--- config.mk ---
export PLATFORM = sky130hd
export DESIGN_NAME = fht_adc_loader
export DESIGN_NICKNAME = d
export VERILOG_FILES = /design/src/rtl/fht_adc_loader.sv
export SDC_FILE = /design/constraint.sdc
export NUM_CORES = 1
export LEC_CHECK = 0
export ABC_AREA = 1
export CAP_MARGIN = 20
export CELL_PAD_IN_SITES_DETAIL_PLACEMENT = 1
export CELL_PAD_IN_SITES_GLOBAL_PLACEMENT = 1
export CORE_UTILIZATION = 30
export DETAILED_ROUTE_END_ITERATION = 7
export PLACE_DENSITY = 0.74
export SETUP_SLACK_MARGIN = 0.4
export SYNTH_ARGS = -nofsm -noshare
export SYNTH_HDL_FRONTEND = slang
export SYNTH_SLANG_ARGS = --single-unit
export TNS_END_PERCENT = 20
--- constraint.sdc ---
create_clock -name iCLK -period 1.5 [get_ports iCLK]
set_input_delay 0.15 -clock iCLK [delete_from_list [all_inputs] [get_ports iCLK]]
set_output_delay 0.15 -clock iCLK [all_outputs]
set_load 0.03 [all_outputs]
--- src/rtl/fht_adc_loader.sv ---
// ADC front-end for fht_top: converts signed samples to FHT fixed point, fills the
// four banks row by row, fires a one-cycle start and holds off until the FHT is done.
module fht_adc_loader #(
   parameter int ADC_WIDTH = 14,
   parameter int D_BIT     = 22,
   parameter int A_BIT     = 8
) (
   input  logic                 iCLK,
   input  logic                 iRESET,
   input  logic [ADC_WIDTH-1:0] iADC_DATA,
   input  logic                 iADC_VALID,
   input  logic                 iBIT_REV,
   input  logic                 iFHT_RDY,
   output logic [3:0]           oWE,
   output logic [D_BIT-1:0]     oDATA,
   output logic [A_BIT-1:0]     oADDR_WR,
   output logic                 oSTART,
   output logic                 oBUSY,
   output logic                 oDROP,
   output logic [15:0]          oDROP_CNT
);

   localparam int CW = A_BIT + 2;

   typedef enum logic [1:0] {LOAD, START, WAIT_ACK, WAIT_DONE} state_t;

   state_t             state_q, state_d;
   logic [CW-1:0]      cnt_q, cnt_d;
   logic               rev_q, rev_d;
   logic [3:0]         we_q, we_d;
   logic [D_BIT-1:0]   data_q, data_d;
   logic [A_BIT-1:0]   addr_q, addr_d;
   logic               start_q, start_d;
   logic               busy_q, busy_d;
   logic               drop_q, drop_d;
   logic [15:0]        drop_cnt_q, drop_cnt_d;

   logic [A_BIT-1:0]   row;
   logic [D_BIT-1:0]   fixp;
   logic               rev_now;

   function automatic logic [A_BIT-1:0] bitrev(input logic [A_BIT-1:0] r);
      logic [A_BIT-1:0] res;
      for (int i = 0; i < A_BIT; i++) res[i] = r[A_BIT-1-i];
      return res;
   endfunction

   assign row = cnt_q[CW-1:2];

   // Sample sits in the top bits; the fractional bits below it are zero.
   always_comb begin
      fixp = '0;
      fixp[D_BIT-1 -: ADC_WIDTH] = iADC_DATA;
   end

   always_comb begin
      state_d    = state_q;
      cnt_d      = cnt_q;
      rev_d      = rev_q;
      we_d       = '0;
      data_d     = data_q;
      addr_d     = addr_q;
      start_d    = 1'b0;
      drop_d     = 1'b0;
      drop_cnt_d = drop_cnt_q;
      rev_now    = rev_q;

      case (state_q)
         LOAD: begin
            if (iADC_VALID) begin
               // Address order is frozen by the first sample of the frame.
               rev_now = (cnt_q == '0) ? iBIT_REV : rev_q;
               rev_d   = rev_now;
               we_d    = 4'(4'b0001 << cnt_q[1:0]);
               data_d  = fixp;
               addr_d  = rev_now ? bitrev(row) : row;
               cnt_d   = cnt_q + CW'(1);
               if (&cnt_q) begin
                  state_d = START;
                  start_d = 1'b1;
               end
            end
         end
         START:     state_d = WAIT_ACK;
         WAIT_ACK:  if (!iFHT_RDY) state_d = WAIT_DONE;
         WAIT_DONE: if (iFHT_RDY)  state_d = LOAD;
         default:   state_d = LOAD;
      endcase

      if (state_q != LOAD && iADC_VALID) begin
         drop_d = 1'b1;
         if (drop_cnt_q != 16'hFFFF) drop_cnt_d = drop_cnt_q + 16'd1;
      end

      busy_d = (state_d != LOAD);
   end

   always_ff @(posedge iCLK) begin
      if (!iRESET) begin
         state_q    <= LOAD;
         cnt_q      <= '0;
         rev_q      <= 1'b0;
         we_q       <= '0;
         data_q     <= '0;
         addr_q     <= '0;
         start_q    <= 1'b0;
         busy_q     <= 1'b0;
         drop_q     <= 1'b0;
         drop_cnt_q <= '0;
      end else begin
         state_q    <= state_d;
         cnt_q      <= cnt_d;
         rev_q      <= rev_d;
         we_q       <= we_d;
         data_q     <= data_d;
         addr_q     <= addr_d;
         start_q    <= start_d;
         busy_q     <= busy_d;
         drop_q     <= drop_d;
         drop_cnt_q <= drop_cnt_d;
      end
   end

   assign oWE       = we_q;
   assign oDATA     = data_q;
   assign oADDR_WR  = addr_q;
   assign oSTART    = start_q;
   assign oBUSY     = busy_q;
   assign oDROP     = drop_q;
   assign oDROP_CNT = drop_cnt_q;

endmodule

# Yosys cells after proc, flatten, opt, wreduce, memory -nomap -nowiden
# Cells that the tools add are included.
# totals
elab_cells	35
ff_bits	58
output_inout_bits	53
in_bits	19
# classes
eq_ne	4
n_reduce_logical	9
shift	1
add_sub_neg	2
muxes	9
# op_table
cell	n
adder 16 x 1 -> 16 bit, second input constant	1
inequality test 16 bit, second input constant	1
adder 10 x 1 -> 10 bit, second input constant	1
logical NOT 10 bit	1
AND reduction 10 bit	1
two-way mux 2 bit	4
two-way mux 8 bit	1
one-hot mux 2 bit (4 select lines)	1
== test 2 bit, second input constant	2
AND reduction 2 bit	2
nonzero test 2 bit	2
left shift 1 x 2 -> 4 bit, first input constant	1
two-way mux 1 bit	3
AND reduction 3 bit	1
== test 2 x 1 -> 1 bit, second input constant	1
logical NOT 2 bit	1
logical AND 1 bit	1

# Logic depth before layout (Yosys ltp)
# logic_depth
depth_word	5
ltp_mapped	11
mapped_depth_nobuf	11

# Worst setup path before layout
# Ideal clock, no wire load.
# synth_path
path_kind	reg2reg
from	register drop_cnt_q[0] (netlist: oDROP_CNT[0])
to	register drop_cnt_q[15] (netlist: oDROP_CNT[15])
n_path_buf	1
synth_period_minus_slack_ns	1.728
setup_ns	0.116
stages_incl_launch_ff	10
t_arrival_ns	1.612
required_ns	1.384
slack_ns	-0.228
path_cell_list	dfxtp_1 > ha_1 > nand2_1 > nor2_1 > nand2_4 > nor2_2 > nor2_2 > buf_6 > a21oi_1 > nor2_1
# synth_between
elab_chain_cells	2
elab_cells_between_ends	3
classes_between	1 x add/sub; 1 x eq/ne; 1 x reduce/logical
# synth_rtl
item	line	source
from (decl)	36	logic [15:0] drop_cnt_q, drop_cnt_d;
from (signal assigned)	120	drop_cnt_q <= drop_cnt_d;
branches (longest 2 deep; another with adder 16 x 1 -> 16 bit)	n/a	
# Several ways; the timed one is not identified.
# A chain may end at the register's enable or synchronous reset.

# Worst setup path after layout
# layout_path
from	register drop_cnt_q[0] (netlist: oDROP_CNT[0])
to	register drop_cnt_q[11] (netlist: oDROP_CNT[11])
# Same word-level chain as after synthesis.

==> impl_metrics.yaml <==
floorplanning:
  floorplan.initialDensity_pct: 31.7
  design.core.area_sq_um: 8380
  rows: 33
  fp.dieW_microns: 96.1
  dieArea_sq_um: 9230
  io_pins: 72
  die_y_microns: 96.1
clock_tree:
  cts_hold_buf: 0
  cts_buffers: 9
  clockBufferDepth: 2
  htree_num_levels: 3
  path_clk_slew_ns: 0.08
  cts_tree: "done"
  root_buffer: "clkbuf_8"
  clock_sinks: 58
  insertion_delay_ns: 0.34
placement:
  finalWeightedCongestion: 0.834
  place_inst: 554
  io_buffers: 63
  dp_hpwl_mm: 5.55
  postPlaceCellArea_sq_um: 3590
  dp_slack_ns: -0.156
finish:
  syn2layout_area_growth_pct: 66.3
  fillCellCount: 996
  fin_cells: 592
  drive_above_1_share_pct: 46.6
  multi_input_area_sq_um: 1770
  finalInstanceArea_sq_um: 4420
  diodes: 0
  nets: 504
  fin_util_pct: 52.7
  seq_area_sq_um: 1210
route:
  vias: 2868
  via_per_inst: 4.84
  routedWlPerCell_microns: 15.7
  ant_nets: 0
  dr.first_iter.drc_count: 73
  drt_first_pass_iters: 4
  wirelength_mm: 9.30
  drc: 0
grt:
  grt-ovfl-total: 0
  grt_pass1_wl_mm: 13.3
  grt_use_total_pct: 18.8
  grt_pass1_vias: 2792
  antenna_found_initial: 0
  grt_max_degree: 36
timing:
  min_period_over_period_pct: 99.7
  setup_violations: 0
  hold_viol_final: 0
  fin_ws_ns: 0.00521
  maxSlewViolCount: 0
  hold_slack_ns: 0.410
  fin_setup_tns_ns: 0
  fin_crit_ns: 1.49
  rsz0062_at_grt: "true"
  finalClockSkew_ns: 0.00732
  max_freq_ghz: 0.669
power_and_ir_drop:
  swShare_pct: 26.2
  power_density_nw_per_um2: 916
  share_comb_of_total_power_pct: 13.6
  switchingPower_mw: 1.06
  irDropWorstVdd_uv: 505
  power.internal_mw: 2.98
  finalPower_mw: 4.05
  clock_power_share_pct: 46.5
  p_seq_share_pct: 39.9
  power_leakage_nw: 1.99
logic_synthesis:
  postSynthAreaPerCell_sq_um: 7.08
  synth_ff_type: "dfxtp_1"
  yosys_warnings: 0
  ys_seq_area_share_pct: 43.7
  async_reset_ff_share_pct: 0
  synth_seq_cells: 58
  synth.distinct_cells: 34
  netlist_area_sq_um: 2660
  synth_cells: 375
  synth_edf_count: 0
setup_path:
  critPathCaptureType: "register"
  cp.arrival_ns: 1.78
  worstPathMaxFanout: 7
  crit_type: "register to register"
  worst_setup_path_start_kind: "register"
  crit_required_ns: 1.78
  ff2ff_setup_slack_ns: 0.005
run:
  drv_cap: 0
min_path:
  hold_path.class: "input pin to register"
outcome:
  outcome: "complete, no violations"
## layout by cell type, fill, tap and decap left out, types with 2 or more instances in the layout
| master | count |
|---|---|
| a21oi_1 | 17 |
| a31oi_1 | 4 |
| buf_12 | 2 |
| buf_2 | 7 |
| buf_4 | 33 |
| buf_6 | 19 |
| bufinv_16 | 3 |
| clkbuf_2 | 27 |
| clkbuf_4 | 2 |
| clkbuf_8 | 11 |
| clkdlybuf4s50_1 | 18 |
| conb_1 | 8 |
| dfxtp_1 | 36 |
| dfxtp_2 | 15 |
| dfxtp_4 | 7 |
| ha_4 | 3 |
| inv_1 | 35 |
| inv_2 | 4 |
| inv_4 | 2 |
| nand2_1 | 44 |
| nand2_2 | 9 |
| nand2_4 | 8 |
| nand3_1 | 5 |
| nand3_2 | 20 |
| nand3_4 | 6 |
| nor2_1 | 60 |
| nor2_2 | 7 |
| nor2_4 | 14 |
| nor3_1 | 3 |
| nor3_2 | 6 |
| nor3_4 | 4 |
| o21ai_0 | 3 |
| o21ai_1 | 20 |
| o21ai_2 | 8 |
| o21ai_4 | 2 |
| xor2_1 | 2 |
## final timing paths
check                                      to  cells past startpoint    startpoint
worst min-delay path                oDATA[10]                      3  iADC_DATA[2]
worst min register to register      oDATA[17]                      2     oDATA[17]
worst max-delay path            oDROP_CNT[11]                     11  oDROP_CNT[0]
worst max register to register  oDROP_CNT[11]                     11  oDROP_CNT[0]
## Yosys cell counts, drive strengths merged, types with 2 or more instances
master	n	share of area (%)
dfxtp	58	44
a21oi	19	3.6
xor2	2	0.66
buf	13	3.8
ha	3	1.4
o21ai	33	6.5
clkbuf	7	1.0
nand2	61	9.0
nand3	31	6.0
nor3	13	2.8
nor2	81	12
o21bai	2	0.99
inv	40	5.7
a31oi	4	0.94
## critical path, cell delays in order, from the launching register on
cell,delay [ns]
dfxtp_4,0.36
ha_4,0.17
nand2_4,0.10
nor2_4,0.05
nand2_4,0.09
nor2_4,0.05
nor2_4,0.17
buf_12,0.16
nand2_4,0.04
nand2_1,0.07
nand2_1,0.06
nor2_1,0.10
## registers in the layout (all words and copies together) (netlist names)
register and count:
oDATA 14, state_q 2, oWE 4, oDROP_CNT 16, rev_q 1, oADDR_WR 8, oDROP 1, oSTART 1
oBUSY 1, cnt_q 10
## final cells by class
| class | instances | share of cell area (%) |
|---|---|---|
| Clock buffer | 12 | 3.51 |
| Clock inverter | 4 | 2.21 |
| Inverter | 41 | 3.60 |
| Multi-Input combinational cell | 263 | 40.2 |
| Sequential cell | 58 | 27.3 |
| Tap cell | 105 | 2.98 |
| Timing Repair Buffer | 109 | 20.2 |
## repair_timing
action                     CTS  global route
gates resized for setup    139           215
setup endpoints to repair  100            94
buffers inserted             5            16
gates cloned                 0             1
pin swaps                   20            57
## per-layer routing
layer,global-route usage [%],up-vias,wire [microns],part of all wire [%]
li1,-,1402,-,-
met5,0,-,0,0
met4,6.97,0,138,1.5
met3,3.95,14,310,3.3
met2,31.2,56,4890,53
met1,23.9,1396,3960,43
## power by group through the flow
| stage | logic, mW | clock network, mW | registers, mW |
|---|---|---|---|
| 3_3_place_gp | 0.462 | 0 | 1.65 |
| 5_1_grt | 0.592 | 1.98 | 1.62 |
| 2_1_floorplan | 0.185 | 0 | 1.73 |
| 4_1_cts | 0.500 | 1.91 | 1.62 |
| 3_5_place_dp | 0.473 | 0 | 1.65 |
| 6_report | 0.550 | 1.88 | 1.61 |
## cell families after synthesis
logic type / after synthesis / synth area share, %
xor+xnor: 3 / 0.990
simple gates: 190 / 30.8
fa+ha+maj: 3 / 1.41
other cells: 1 / 0.141
compound gates: 59 / 12.3
buf+inv: 61 / 10.6
flops: 58 / 43.7
Power figures use the tool's default switching activity.
